### src/rtl/bios_program_loader_pkg.sv
// Shared definitions for the boot-time program loader: FSM state encodings,
// the HALT opcode, BIOS/MEMORY fetch-select encodings and default widths.
package bios_program_loader_pkg;

    typedef enum logic [2:0] {
        S_IDLE   = 3'd0,
        S_HEADER = 3'd1,
        S_COPY   = 3'd2,
        S_CHECK  = 3'd3,
        S_PULSE  = 3'd4,
        S_DONE   = 3'd5,
        S_ERROR  = 3'd6
    } loader_state_e;

    localparam logic [5:0] HALT_OPCODE    = 6'b011101;
    localparam logic       SEL_BIOS       = 1'b0;
    localparam logic       SEL_MEMORY     = 1'b1;
    localparam int         DEF_DATA_WIDTH = 32;
    localparam int         DEF_ADDR_WIDTH = 10;

    // A payload length is usable when it is non-zero and fits above BASE_ADDR.
    function automatic logic header_len_ok(input logic [63:0] n, input logic [63:0] capacity);
        return (n != 64'd0) && (n <= capacity);
    endfunction

endpackage

### src/rtl/loader_xor_acc.sv
// Running XOR accumulator used for the optional payload checksum
// (only instantiated when BIOS_LOADER_CHECKSUM_EN is defined).
module loader_xor_acc #(
    parameter int DATA_WIDTH = 32
) (
    input  logic                  clk,
    input  logic                  clear,
    input  logic                  en,
    input  logic [DATA_WIDTH-1:0] data,
    output logic [DATA_WIDTH-1:0] acc
);

    always_ff @(posedge clk) begin
        if (clear) begin
            acc <= '0;
        end else if (en) begin
            acc <= acc ^ data;
        end
    end

endmodule

### src/rtl/bios_program_loader.sv
// Boot-time loader: header + payload stream into instruction memory, then a core reset
// pulse and load_done. Define BIOS_LOADER_CHECKSUM_EN to require a trailing XOR checksum word.
module bios_program_loader
    import bios_program_loader_pkg::*;
#(
    parameter int DATA_WIDTH       = DEF_DATA_WIDTH,
    parameter int ADDR_WIDTH       = DEF_ADDR_WIDTH,
    parameter int BASE_ADDR        = 0,
    parameter int RST_PULSE_CYCLES = 4
) (
    input  logic                  clk,
    input  logic                  rst,
    input  logic                  start,
    input  logic                  src_valid,
    input  logic [DATA_WIDTH-1:0] src_data,
    output logic                  src_ready,
    output logic                  mem_we,
    output logic [ADDR_WIDTH-1:0] mem_addr,
    output logic [DATA_WIDTH-1:0] mem_wdata,
    output logic                  busy,
    output logic                  load_done,
    output logic                  load_err,
    output logic                  core_rst
);

    localparam logic [63:0]    CAPACITY   = (64'd1 << ADDR_WIDTH) - 64'(BASE_ADDR);
    localparam int             PCW        = $clog2(RST_PULSE_CYCLES + 1);
    localparam logic [PCW-1:0] PULSE_LAST = PCW'(RST_PULSE_CYCLES - 1);
`ifdef BIOS_LOADER_CHECKSUM_EN
    localparam loader_state_e  AFTER_COPY = S_CHECK;
`else
    localparam loader_state_e  AFTER_COPY = S_PULSE;
`endif

    loader_state_e         state_q, state_d;
    logic                  beat;
    logic                  hdr_beat;
    logic                  copy_beat;
    logic [ADDR_WIDTH:0]   n_words_q;
    logic [ADDR_WIDTH:0]   count_q;
    logic [ADDR_WIDTH-1:0] addr_q;
    logic [PCW-1:0]        pulse_cnt_q;
    logic                  mem_we_p1;
    logic [ADDR_WIDTH-1:0] mem_addr_p1;
    logic [DATA_WIDTH-1:0] mem_wdata_p1;

`ifdef BIOS_LOADER_CHECKSUM_EN
    logic [DATA_WIDTH-1:0] xor_sum;

    loader_xor_acc #(
        .DATA_WIDTH (DATA_WIDTH)
    ) u_xor_acc (
        .clk   (clk),
        .clear (rst | hdr_beat),
        .en    (copy_beat),
        .data  (src_data),
        .acc   (xor_sum)
    );
`endif

    assign beat = src_valid & src_ready;

    always_ff @(posedge clk) begin
        if (rst) begin
            state_q <= S_IDLE;
        end else begin
            state_q <= state_d;
        end
    end

    always_comb begin
        state_d   = state_q;
        src_ready = 1'b0;
        busy      = 1'b0;
        core_rst  = 1'b0;
        load_done = 1'b0;
        load_err  = 1'b0;
        hdr_beat  = 1'b0;
        copy_beat = 1'b0;
        case (state_q)
            S_IDLE: begin
                if (start) state_d = S_HEADER;
            end
            S_HEADER: begin
                src_ready = 1'b1;
                busy      = 1'b1;
                if (beat) begin
                    hdr_beat = 1'b1;
                    state_d  = header_len_ok(64'(src_data), CAPACITY) ? S_COPY : S_ERROR;
                end
            end
            S_COPY: begin
                src_ready = 1'b1;
                busy      = 1'b1;
                if (beat) begin
                    copy_beat = 1'b1;
                    if (count_q == n_words_q - (ADDR_WIDTH+1)'(1)) state_d = AFTER_COPY;
                end
            end
`ifdef BIOS_LOADER_CHECKSUM_EN
            S_CHECK: begin
                src_ready = 1'b1;
                busy      = 1'b1;
                if (beat) state_d = (src_data == xor_sum) ? S_PULSE : S_ERROR;
            end
`endif
            S_PULSE: begin
                busy     = 1'b1;
                core_rst = 1'b1;
                if (pulse_cnt_q == PULSE_LAST) state_d = S_DONE;
            end
            S_DONE: begin
                load_done = 1'b1;
                if (start) state_d = S_HEADER;
            end
            S_ERROR: begin
                load_err = 1'b1;
                if (start) state_d = S_HEADER;
            end
            default: state_d = S_IDLE;
        endcase
    end

    always_ff @(posedge clk) begin
        if (rst || state_q != S_PULSE) begin
            pulse_cnt_q <= '0;
        end else begin
            pulse_cnt_q <= pulse_cnt_q + PCW'(1);
        end
    end

    always_ff @(posedge clk) begin
        if (rst) begin
            n_words_q <= '0;
            count_q   <= '0;
            addr_q    <= '0;
        end else if (hdr_beat) begin
            n_words_q <= src_data[ADDR_WIDTH:0];
            count_q   <= '0;
            addr_q    <= ADDR_WIDTH'(BASE_ADDR);
        end else if (copy_beat) begin
            count_q   <= count_q + (ADDR_WIDTH+1)'(1);
            addr_q    <= addr_q + ADDR_WIDTH'(1);
        end
    end

    // Write stage: a payload beat becomes a memory write one cycle later
    always_ff @(posedge clk) begin
        if (rst) begin
            mem_we_p1    <= 1'b0;
            mem_addr_p1  <= '0;
            mem_wdata_p1 <= '0;
        end else begin
            mem_we_p1 <= copy_beat;
            if (copy_beat) begin
                mem_addr_p1  <= addr_q;
                mem_wdata_p1 <= src_data;
            end
        end
    end

    assign mem_we    = mem_we_p1;
    assign mem_addr  = mem_addr_p1;
    assign mem_wdata = mem_wdata_p1;

endmodule

### config.mk
export PLATFORM = sky130hd
export DESIGN_NAME = bios_program_loader
export DESIGN_NICKNAME = d
export VERILOG_FILES = /design/src/rtl/bios_program_loader_pkg.sv /design/src/rtl/loader_xor_acc.sv /design/src/rtl/bios_program_loader.sv
export SDC_FILE = /design/constraint.sdc
export NUM_CORES = 1
export LEC_CHECK = 0
export CORE_MARGIN = 3
export CORE_UTILIZATION = 50
export DETAILED_ROUTE_END_ITERATION = 7
export PLACE_DENSITY = 0.81
export SLEW_MARGIN = 10
export SYNTH_ARGS = -nofsm -noshare
export SYNTH_HDL_FRONTEND = slang
export SYNTH_HIERARCHICAL = 1
export SYNTH_SLANG_ARGS = --single-unit
export TNS_END_PERCENT = 100
### constraint.sdc
create_clock -name clk -period 3.9 [get_ports clk]
set_input_delay 0.39 -clock clk [delete_from_list [all_inputs] [get_ports clk]]
set_output_delay 0.39 -clock clk [all_outputs]
set_load 0.01 [all_outputs]
==> results.yml <==
placement:
  port_buffers: 83
  dp_hpwl_microns: 6000
  place_area_sq_mm: 0.00439
  dp_slack_ps: 1240
  gp_congestion: 0.875
power_and_ir_drop:
  p_comb_frac: 0.274
  switching_share: 0.303
  power_density_mw_per_mm2: 505
  total_leakage_power_nw: 1.57
  clock_power_share: 0.303
  vdd_drop_max_mv: 0.557
  p_switching_w: 0.000707
  seq_power_share: 0.422
  p_int_w: 0.00163
synth:
  synthesis.area_sq_mm: 0.00350
  synth_cell_types: 36
  yosys_warnings: 6
  seq_area_frac_synth: 0.463
  syn_avg_cell_area_sq_um: 7.90
  syn_nets: 484
  synth_cells: 443
  synth_seq_cells: 81
routing:
  maxUsedRoutingLayer: "met4"
  wl_met2_microns: 4000
  drc: 0
  drtPass1Iterations: 4
  wl_met1_microns: 3600
  routed_via_density: 5.21
  met3_length_microns: 410
  ant_nets: 0
  num_vias: 3203
  drt_iter0_markers: 170
  wl_microns: 8150
  avgRoutedWirePerCell_microns: 13.3
hold_path:
  min_path_type: "flop to flop"
  hp-start: "pulse_cnt_q[0]"
  hold_path_end: "pulse_cnt_q[0]"
  holdPathStages: 1
finish:
  utilization: 0.704
  diodes: 0
  area.growth.synth_to_final_pct: 32.1
  fill_cells: 547
  layout_common_cells: "nand2_1, clkdlybuf4s50_1, dfxtp_1, a21oi_1, nor2_1"
  final_nets: 558
  final_cell_area_sq_mm: 0.00462
  final_common_cell: "nand2_1"
  drive_gt1_frac: 0.0479
sta:
  slew_violations: 0
  period_needed_ps: 2470
  fin_setup_tns_ps: 0
  setup_slack_ps: 1430
  finalSetupViolCount: 0
  max_freq_ghz: 0.404
  rsz0062_at_grt: "no"
  hold_viol: 0
  min_period_over_period: 0.634
  slew_headroom: 0.482
  worstMarginPinSlew_ps: 776
  fin_skew_ps: 5.91
critical_path:
  required_ps: 3510
  r2r_cells: 6
  crit_type: "flop to output pin"
  endpoint_kind: "output pin"
  cp.arrival_ps: 2080
  r2r-end: "count_q[8]"
  cp-start-kind: "flop"
  critical_path_peak_fanout: 15
  r2r_slack_ps: 1610
  r2r-start: "state_q[2]"
clocking:
  ctsRootBufferMaster: "clkbuf_8"
  cts_made_buffers: 9
  cts_resized: 0
  cts_setup_buffers: 0
  hold_buffers: 0
  cts_tree: "yes"
  clock-sinks: 81
  htreeDepth: 3
  cts_buffer_depth: 2
  clock_latency_ps: 340
  path_clk_slew_ps: 80
die:
  placementRows: 29
  die_h_microns: 89.7
  core_sq_mm: 0.00657
  dieArea_sq_mm: 0.00804
  initial_core_util: 0.533
  io_pins: 84
  die_x_microns: 89.7
global_routing:
  grt_pass1_wl_microns: 13200
  grt_util_all_layers: 0.210
  grt_pass1_vias: 2927
  grt_overflow: 0
  antenna_found_initial: 0
  grt_max_degree: 63
run_status:
  status: "completed"
flow_run:
  drv_cap: 0
## final cells by class
| class | count | area [sq um] | area share |
|---|---|---|---|
| timing repair buffer | 87 | 856 | 0.185 |
| inverter | 7 | 26.3 | 0.00568 |
| tap | 93 | 116 | 0.0252 |
| sequential | 81 | 1620 | 0.351 |
| multi-input combinational | 331 | 1770 | 0.382 |
| clock buffer | 11 | 131 | 0.0284 |
| clock inverter | 5 | 104 | 0.0225 |
## cell families after synthesis
family                     count (synthesis)  synth area share
AOI/OAI and AO/OA                         71             0.107
xor gates and xnor gates                  31            0.0776
adders and majority gates                  5            0.0179
buffers and inverters                     31            0.0358
DFF                                       81             0.463
muxes                                      3           0.00858
and+or+nand+nor                          221             0.290
## per-layer routing
layer,global-route usage,vias up
li1,-,1628
met1,0.268,1489
met2,0.336,76
met5,0,-
met4,0.0812,0
met3,0.0593,10
## power groups by stage
stage | logic [W] | clock network, W | registers (W)
floorplan | 0.000405 | 0 | 0.000985
global placement | 0.000622 | 0 | 0.000997
detailed placement | 0.000638 | 0 | 0.00100
CTS | 0.000642 | 0.000721 | 0.000983
global route | 0.000708 | 0.000756 | 0.000998
finish | 0.000640 | 0.000708 | 0.000985
## stage by stage
step | total power [W] | hold WS [ps] | std cells
4_1_cts | 0.00235 | 436 | 615
3_5_place_dp | 0.00164 | 424 | 599
3_3_place_gp | 0.00162 | 417 | 599
6_report | 0.00233 | 434 | 615
5_1_grt | 0.00246 | 464 | 615
2_1_floorplan | 0.00139 | 408 | 443
## cell usage after synthesis (all sizes together)
library cell	n	area share
a21oi	60	0.086
a221oi	1	0.0043
a31oi	1	0.0018
and2	3	0.0054
and3	2	0.0036
buf	6	0.0086
clkbuf	18	0.020
dfxtp	81	0.46
ha	5	0.018
inv	7	0.0075
mux2i	3	0.0086
nand2	127	0.14
nand2b	4	0.0071
nand3	8	0.011
nand4	10	0.018
nand4bb	1	0.0032
nor2	30	0.032
nor2b	5	0.0089
nor3	8	0.011
nor3b	2	0.0043
nor4	11	0.024
nor4b	1	0.0025
nor4bb	2	0.0057
o211ai	2	0.0043
o21ai	6	0.0086
o2bb2ai	1	0.0025
or3	5	0.010
or3b	1	0.0025
or4	1	0.0021
xnor2	19	0.048
xor2	12	0.030
## worst max-delay path, stage by stage (launching register included)
cell and delay [ps]:
dfxtp_1 670, nand2_1 260, o21ai_0 200, clkdlybuf4s50_1 610
## state kept, by name, indices dropped and copies added (netlist names)
signal       cells
mem_wdata       32
addr_q          10
mem_we           1
state_q          3
pulse_cnt_q      3
count_q         11
mem_addr        10
n_words_q       11
## worst max path at each step
stage                     from          to  cells after the start
finish              state_q[2]        busy                      3
CTS                 state_q[2]        busy                      3
global route        state_q[2]        busy                      3
detailed placement   src_valid  count_q[8]                      7
floorplan           state_q[0]  state_q[2]                      5
global placement     src_valid  count_q[8]                      7
No activity file was read; power rests on OpenSTA's default activity.
==> RTL edit, RTL diff (config.mk and constraints unchanged) <==
Set the parameter `RST_PULSE_CYCLES` to 8 (it was 4).
--- a/src/rtl/bios_program_loader.sv
+++ b/src/rtl/bios_program_loader.sv
@@ -7,5 +7,5 @@
     parameter int ADDR_WIDTH       = DEF_ADDR_WIDTH,
     parameter int BASE_ADDR        = 0,
-    parameter int RST_PULSE_CYCLES = 4
+    parameter int RST_PULSE_CYCLES = 8
 ) (
     input  logic                  clk,
Function: changed (a bounded check fails within 10 cycles, from zero or initial values and one cycle with rst high).
==> RTL edit against the unedited design <==
Routed wire length rose by 6.6%. Synthesized cell count up 2.3%. Synthesized area grew 1.6%. Worst setup slack improved by 0.22 ns. Final cell count rose by 1.6%. Final area rose by 0.27%. Combinational power increased by 6.9%. Sequential cell count grew 1. Sequential share of layout area up 0.34 points. First-iteration DRC count grew 28%. Total power is 0.62% higher. Non-clock buffer count is 1 lower.
==> RTL edit: results (changes against the unedited design) <==
Power and ir drop
  – Leak: 0.00158 µW (was 0.00157 µW)
  – Peak supply drop: 337 µV (was 557 µV)

Detailed routing
  – Vias per inst: 5.27 (was 5.21)
  – WL per Instance: 13.9 µm (was 13.3 µm)
  – Iteration-0 DRC count of the detailed router: 217 (was 170)

Synth
  – Register area share after synthesis: 0.462 (was 0.463)
  – Syn nets: 493 (was 484)
  – Post-synth top cells: 125 x nand2_1, 82 x dfxtp_1, 65 x a21oi_1 (was 126 x nand2_1, 81 x dfxtp_1, 60 x a21oi_1)
  – Post-Syn Instances: 453 (was 443)
  – Unique masters post-synth: 40 (was 36)

Status
  – Run status: finished, final reports clean (unchanged)

Layout
  – Fin nets: 564 (was 558)
  – Layout cell share with drive strength beyond 1: 0.0473 (was 0.0479)
  – Finished Layout Cells: 625 (was 615)

GRT
  – Largest net degree at the start of global routing: 43 (was 63)
  – Total GRT Usage: 0.220 (was 0.210)
  – First-pass GRT wire length: 14.9 mm (was 13.2 mm)
  – Vias in the first global route: 3234 (was 2927)

Worst setup path
  – CP delay by family, top: buffers and inverters (was flip-flops)
  – Slowest CP cell: clkdlybuf4s50_1 (was dfxtp_1)
  – CP peak stage delay: 0.54 ns (was 0.67 ns)
  – Worst path arrival time: 1.87 ns (was 2.08 ns)
  – Crit Path Max Fanout: 12 (was 15)

STA
  – Final setup skew: 0.00873 ns (was 0.00591 ns)
  – Slew Limit Headroom: 0.493 (was 0.482)

Place
  – Placer Congestion: 0.861 (was 0.875)
  – Dpl hpwl: 6.12 mm (was 6.00 mm)
  – Placed Cells incl. Taps: 609 (was 599)

Clocking
  – Clock Pin Slew Worst Setup and Hold Paths: 0.08 ns (about the same)

Floorplan
  – Core Rows: 30 (was 29)
==> RTL edit: area by class of cell <==
cell class / count / share of cell area
timing repair buffer: 86 / 0.183
inverter: 5 / 0.00405
clock buffer: 11 / 0.0305
multi-input combinational: 340 / 0.386
sequential: 82 / 0.354
clock inverter: 5 / 0.0167
tap: 96 / 0.0259
==> RTL edit: final timing paths <==
path                                      to  slack (ns)                       start  cells past startpoint
setup / recovery                        busy        1.64     state_q[2]$_SDFFE_PP0P_                      4
setup reg to reg     state_q[1]$_SDFFE_PP0P_        1.77   n_words_q[0]$_SDFFE_PP0P_                      8
hold reg to reg   mem_wdata[15]$_SDFFE_PP0P_        0.45  mem_wdata[15]$_SDFFE_PP0P_                      2
hold / removal    mem_wdata[15]$_SDFFE_PP0P_        0.45  mem_wdata[15]$_SDFFE_PP0P_                      2
==> RTL edit: power breakdown <==
part	leakage [µW]	switching [µW]	internal (µW)	total (µW)
logic	0.000812	362	322	684
clock network	0.000109	297	376	674
registers	0.000662	85.0	906	991
total	0.00158	744	1600	2350
==> RTL edit: logic make-up (layout without fill, tap and decap cells) <==
family | count (synthesis) | after routing | synth area share
buf+inv | 31 | 107 | 0.0355
xor+xnor | 33 | 33 | 0.0813
compound gates | 82 | 82 | 0.129
mux | 2 | 2 | 0.00563
fa+ha+maj | 4 | 4 | 0.0141
flops | 82 | 82 | 0.462
simple gates | 219 | 219 | 0.273
==> RTL edit: per-layer routing <==
metal	GRT usage	up-vias	share of wire
li1	-	1658	-
met2	0.354	104	0.48
met3	0.0775	10	0.089
met4	0.0804	0	0.0092
met1	0.271	1519	0.42
met5	0	-	0
==> RTL edit: worst min-delay path: stages (launching register included) <==
cell and delay (ns):
dfxtp_1 0.31, nand2_1 0.05, a21oi_1 0.05
==> RTL edit: per-stage QoR <==
stage          area, µm²  utilization  hold WS, ns  setup WS (ns)  power (µW)
6_report            4640        0.679        0.454           1.64        2350
5_1_grt             4640        0.679        0.470           1.49        2480
4_1_cts             4640        0.679        0.458           1.62        2360
3_5_place_dp        4420        0.647        0.444           1.48        1690
3_3_place_gp        4420        0.647        0.429           1.54        1670
2_1_floorplan       3560            -        0.418           2.05        1450
